**src/rtl/bin_stream_reader.sv**
```systemverilog
// Two-pass reader of the 28x28 bin buffer. A scan pass finds min/max for the
// threshold, then a stream pass emits one byte per bin on an AXI4-Stream master.
module bin_stream_reader #(
  parameter int NUM_PIX    = 784,
  parameter int ADDR_W     = 10,
  parameter int DATA_W     = 32,
  parameter int FIFO_DEPTH = 2
) (
  input  logic              clk,
  input  logic              resetn,
  input  logic              start,
  input  logic              binarize,
  output logic              busy,
  output logic              done,
  output logic [7:0]        thresh,
  output logic [ADDR_W-1:0] mem_addr,
  output logic              mem_rd_en,
  input  logic [DATA_W-1:0] mem_rdata,
  output logic [7:0]        m_axis_tdata,
  output logic              m_axis_tvalid,
  input  logic              m_axis_tready,
  output logic              m_axis_tlast
);

  localparam int CNT_W = $clog2(NUM_PIX + 1);
  localparam int PTR_W = (FIFO_DEPTH > 1) ? $clog2(FIFO_DEPTH) : 1;
  localparam int OCC_W = $clog2(FIFO_DEPTH + 2);
  localparam logic [CNT_W-1:0] NUM_PIX_C  = CNT_W'(NUM_PIX);
  localparam logic [CNT_W-1:0] LAST_ADDR  = CNT_W'(NUM_PIX - 1);
  localparam logic [PTR_W-1:0] LAST_SLOT  = PTR_W'(FIFO_DEPTH - 1);
  localparam logic [OCC_W-1:0] DEPTH_C    = OCC_W'(FIFO_DEPTH);

  typedef enum logic [2:0] {
    S_IDLE,
    S_SCAN,
    S_THRESH,
    S_STREAM,
    S_DONE
  } state_t;

  state_t           state_q, state_d;
  logic [CNT_W-1:0] addr_q, addr_d;
  logic [7:0]       min_q, min_d;
  logic [7:0]       max_q, max_d;
  logic [7:0]       thresh_q, thresh_d;
  logic             bin_q, bin_d;
  logic             rvalid_q;
  logic             rlast_q;
  logic [PTR_W-1:0] wr_ptr_q, wr_ptr_d;
  logic [PTR_W-1:0] rd_ptr_q, rd_ptr_d;
  logic [OCC_W-1:0] count_q, count_d;

  logic [7:0]       fifo_data_q [FIFO_DEPTH];
  logic             fifo_last_q [FIFO_DEPTH];

  logic [7:0]       pix;
  logic [7:0]       out_pix;
  logic [8:0]       sum;
  logic             push;
  logic             pop;
  logic [OCC_W-1:0] occ_after;

  // Any nonzero bit above the low byte saturates the bin to full scale.
  assign pix     = (|mem_rdata[DATA_W-1:8]) ? 8'hFF : mem_rdata[7:0];
  assign out_pix = bin_q ? ((pix > thresh_q) ? 8'hFF : 8'h00) : pix;
  assign sum     = {1'b0, min_q} + {1'b0, max_q};

  assign m_axis_tvalid = (count_q != '0);
  assign m_axis_tdata  = m_axis_tvalid ? fifo_data_q[rd_ptr_q] : 8'h00;
  assign m_axis_tlast  = m_axis_tvalid & fifo_last_q[rd_ptr_q];
  assign pop           = m_axis_tvalid & m_axis_tready;
  assign push          = (state_q == S_STREAM) & rvalid_q;

  // Entries held plus the read already in flight, less the beat leaving now.
  assign occ_after = count_q + OCC_W'(rvalid_q) - OCC_W'(pop);

  assign thresh   = thresh_q;
  assign busy     = (state_q != S_IDLE);
  assign mem_addr = mem_rd_en ? ADDR_W'(addr_q) : '0;

  always_comb begin
    state_d   = state_q;
    addr_d    = addr_q;
    min_d     = min_q;
    max_d     = max_q;
    thresh_d  = thresh_q;
    bin_d     = bin_q;
    mem_rd_en = 1'b0;
    done      = 1'b0;

    case (state_q)
      S_IDLE: begin
        if (start) begin
          bin_d   = binarize;
          min_d   = 8'hFF;
          max_d   = 8'h00;
          addr_d  = '0;
          state_d = S_SCAN;
        end
      end

      S_SCAN: begin
        if (addr_q < NUM_PIX_C) begin
          mem_rd_en = 1'b1;
          addr_d    = addr_q + 1'b1;
        end else begin
          state_d = S_THRESH;
        end
        if (rvalid_q) begin
          if (pix < min_q) min_d = pix;
          if (pix > max_q) max_d = pix;
        end
      end

      S_THRESH: begin
        thresh_d = 8'(sum >> 1);
        addr_d   = '0;
        state_d  = S_STREAM;
      end

      S_STREAM: begin
        if ((addr_q < NUM_PIX_C) && (occ_after < DEPTH_C)) begin
          mem_rd_en = 1'b1;
          addr_d    = addr_q + 1'b1;
        end
        if (pop && m_axis_tlast) begin
          state_d = S_DONE;
        end
      end

      S_DONE: begin
        done    = 1'b1;
        state_d = S_IDLE;
      end

      default: state_d = S_IDLE;
    endcase
  end

  always_comb begin
    wr_ptr_d = wr_ptr_q;
    rd_ptr_d = rd_ptr_q;
    count_d  = count_q + OCC_W'(push) - OCC_W'(pop);
    if (push) wr_ptr_d = (wr_ptr_q == LAST_SLOT) ? '0 : wr_ptr_q + 1'b1;
    if (pop)  rd_ptr_d = (rd_ptr_q == LAST_SLOT) ? '0 : rd_ptr_q + 1'b1;
  end

  always_ff @(posedge clk or negedge resetn) begin
    if (!resetn) begin
      state_q  <= S_IDLE;
      addr_q   <= '0;
      min_q    <= 8'hFF;
      max_q    <= 8'h00;
      thresh_q <= 8'h00;
      bin_q    <= 1'b0;
      rvalid_q <= 1'b0;
      rlast_q  <= 1'b0;
      wr_ptr_q <= '0;
      rd_ptr_q <= '0;
      count_q  <= '0;
    end else begin
      state_q  <= state_d;
      addr_q   <= addr_d;
      min_q    <= min_d;
      max_q    <= max_d;
      thresh_q <= thresh_d;
      bin_q    <= bin_d;
      rvalid_q <= mem_rd_en;
      rlast_q  <= mem_rd_en & (addr_q == LAST_ADDR);
      wr_ptr_q <= wr_ptr_d;
      rd_ptr_q <= rd_ptr_d;
      count_q  <= count_d;
    end
  end

  // Payload storage needs no reset: count_q alone decides what is visible.
  always_ff @(posedge clk) begin
    if (push) begin
      fifo_data_q[wr_ptr_q] <= out_pix;
      fifo_last_q[wr_ptr_q] <= rlast_q;
    end
  end

endmodule

```
**config.mk**
```make
export PLATFORM = sky130hd
export DESIGN_NAME = bin_stream_reader
export DESIGN_NICKNAME = d
export VERILOG_FILES = /design/src/rtl/bin_stream_reader.sv
export SDC_FILE = /design/constraint.sdc
export NUM_CORES = 1
export LEC_CHECK = 0
export CORE_ASPECT_RATIO = 0.8
export CORE_MARGIN = 1
export CORE_UTILIZATION = 53
export CTS_CLUSTER_DIAMETER = 200
export DETAILED_ROUTE_END_ITERATION = 6
export MAX_ROUTING_LAYER = met4
export PLACE_DENSITY_LB_ADDON = 0.25
export SKIP_CTS_REPAIR_TIMING = 1
export SLEW_MARGIN = 20
export SYNTH_ARGS = -nofsm -noshare
export SYNTH_HDL_FRONTEND = slang
export SYNTH_SLANG_ARGS = --single-unit
```
**constraint.sdc**
```tcl
create_clock -name clk -period 3.5 [get_ports clk]
set_input_delay 0.525 -clock clk [delete_from_list [all_inputs] [get_ports clk]]
set_output_delay 0.525 -clock clk [all_outputs]
set_load 0.03 [all_outputs]
```
==> results.txt <==
fin area - 0.00503 mm2
Root Buffer - clkbuf_8
Worst Max-Slew Pin Slew - 0.803 ns
total gr overflow - 0
Psw - 1460 uW
Worst EP arrival - 3.56 ns
Seq pwr share - 31.9%
crit path cell chain - clkdlybuf4s50_1 > nor4_2 > nand4_1 > or2_4 > nor2_2 > inv_1 > buf_4 > ha_1 > a21o_1 > a21o_1 > a211oi_1 > buf_4 > a221oi_4 > buf_4 > mux2i_1
DRC - 0
clock transition at the registers of the reported paths - 0.07 ns
DR pass1 iterations - 5
clk_lat worst skew - 0.35 ns
fraction of layout cells with a size suffix above 1 - 15.2%
final net count - 560
Die Area - 0.00757 mm2
cell internal pwr - 2050 uW
Rows - 27
Die Wd - 97.0 um
Setup crit start kind - input pin
Setup violations, final - 0
post-synth cell types - 52
CP max-delay cell - clkdlybuf4s50_1
# IOs - 68
I/O Buffers - 67
worst rel slew slack - 46.3%
Synth area leaders - dfrtp_1, edfxtp_1, ha_1
Synth top cells by count - inv_1, nor2_1, nand2_1
asr flop ratio synth - 71.0%
Max stage delay on crit path - 0.42 ns
#FFs+latches synth - 62
drt wl/cell - 16.2 um
clock buffers created by TritonCTS - 9
Final Hold Vio Count - 0
Yosys top cell area share - 23.5%
Switching Fraction - 41.5%
Initial Util - 55.2%
Syn. warnings - 0
number of synthesized flops with an enable pin - 18
ANT nets after route - 0
global-route wire length before repair - 15.9 mm
post-layout minimum cycle time - 3.29 ns
vias in the first global route - 3347
Clk pwr share - 16.2%
mean number of vias per cell - 5.54
PD cells - 696 mW/mm2
Leak - 0.00245 uW
CP Class - input pin to flop
Max Cap Viol - 0
Worst Skew - 0.0110 ns
sequential share of the synthesized area - 43.2%
initial antenna violation count - 0
Post-Syn Area - 0.00383 mm2
status - finished clean
largest net degree at the start of global routing - 45
Worst path top cell family by delay - buffers and inverters
Worst path depth - 15
Die H - 78.0 um
Vias - 3225
fillcell total - 515
register area - 0.00165 mm2
cell mode on critical path - buf_4
core footprint - 0.00693 mm2
DP Cell Count - 566
CTS H-tree depth - 3
n_diodes - 0
Period Utilization, post-route - 94.0%
Hold WC Path Type - input pin to async pin
global-route total usage across every layer - 27.5%
combinational power share - 52.0%
Clock Path Buffers - 2
Starting DRT DRC Count - 204
WL final - 9.44 mm
count of pins over their slew limit - 0
CTS sink count - 62
RSZ-0062 raised after global routing - no
Critical path buffers and inverters - 5
Routability Congestion - 0.893
Mapped Cells - 392
Reg2Reg Depth - 10
detailed-placement wirelength estimate - 7.15 mm
Avg Cell Area, Syn - 9.76 um2
crit path max fanout - 7
Worst setup EP type - flop
synthesis-to-finish area growth - 31.6%
Placement Cell Area - 0.00479 mm2
multi-input logic area - 0.00203 mm2
CTS tree - yes
Finished Layout Cells - 582
Req. time, crit path - 3.77 ns
fmax - 0.304 GHz
VDD IR max - 0.434 mV
Yosys top cell by area - dfrtp_1
ys flop type - dfrtp_1
Post-Syn Nets - 462
## path summary, 6_finish.rpt
| check | from | endpoint | slack (ns) |
|---|---|---|---|
| min | resetn | max_q[1] | 0.16 |
| max | mem_rdata[21] | max_q[5] | 0.21 |
| min in group clk | rlast_q | fifo_last_q[0] | 0.46 |
| max reg2reg | count_q[1] | addr_q[2] | 0.64 |
| min reg2reg | rlast_q | fifo_last_q[0] | 0.46 |
| max in group asynchronous | resetn | max_q[3] | 2.92 |
## metal layers
layer / global-route usage (%) / wire [um] / vias to the layer above
met1: 36.0 / 4400 / 1553
met5: - / 0 / -
met4: 8.81 / 140 / 0
met3: 6.22 / 524 / 14
met2: 42.5 / 4370 / 97
li1: - / - / 1561
## kinds of logic (layout without fill, tap and decap cells)
logic type / after synthesis / in the layout / share of synthesized area, %
xor gates and xnor gates: 14 / 14 / 3.20
muxes: 27 / 27 / 7.13
AOI/OAI and AO/OA: 61 / 61 / 11.5
and+or+nand+nor: 145 / 145 / 19.0
adders and majority gates: 33 / 33 / 11.0
buffers and inverters: 50 / 153 / 4.94
DFF: 62 / 62 / 43.2
## flip-flops by register name, indices dropped and copies added, names as in the netlist
name / flops
min_q: 8
thresh: 8
rvalid_q: 1
wr_ptr_q: 1
state_q: 3
max_q: 8
fifo_last_q: 2
bin_q: 1
rd_ptr_q: 1
fifo_data_q: 16
count_q: 2
rlast_q: 1
addr_q: 10
## worst register-to-register path: stages (launching register included)
cell     delay (ns)
dfrtp_1        0.43
nor2_1         0.15
nor2b_1        0.09
ha_1           0.20
xnor2_1        0.15
or3b_2         0.49
buf_4          0.15
a41oi_2        0.31
or2_0          0.40
o21ai_0        0.18
a22o_1         0.20
## final cells by class
type / instances / share of cell area [%]
Clock buffer: 9 / 2.46
Clock inverter: 7 / 0.994
Inverter: 39 / 2.91
Multi-Input combinational cell: 280 / 40.2
Sequential cell: 62 / 32.8
Tap cell: 87 / 2.16
Timing Repair Buffer: 98 / 18.4
## through the flow
step | setup WS, ns | hold WS [ns] | total power [uW] | TNS [ns] | util (%)
floorplan | 0.248 | 0.229 | 2290 | 0 | -
global placement | -0.283 | 0.421 | 2860 | -8.03 | 69.2
detailed placement | -0.361 | 0.450 | 2930 | -11.33 | 69.2
CTS | -0.139 | 0.387 | 3500 | -1.43 | 71.7
global route | 0.0119 | 0.214 | 3740 | 0 | 72.7
finish | 0.209 | 0.165 | 3510 | 0 | 72.7
## power groups by stage
stage	registers [uW]	clock network, uW	logic [uW]
final	1120	567	1820
after global routing	1140	604	1990
after CTS	1110	573	1820
after detailed placement	1120	0	1810
after global placement	1120	0	1740
after floorplan	1050	0	1230
## placed cells by master, fill, tap and decap left out, types with 5 or more instances in the layout
master	Yosys	routed
nor2_1	39	36
clkdlybuf4s50_1	0	55
nand3_1	7	7
buf_4	0	32
a21o_1	7	7
nand4_1	6	6
edfxtp_1	18	18
nand2_1	38	38
dfrtp_1	36	36
clkbuf_8	0	9
mux2i_1	25	25
dlymetal6s2s_1	0	11
nor3_1	9	9
nand2b_1	5	5
and2_1	12	12
dfstp_2	8	8
inv_1	39	39
o21a_1	12	12
nor2b_1	5	5
xnor2_1	10	10
ha_1	32	32
a21oi_1	9	9
o21ai_0	14	13
Power figures use the tool's default switching activity.
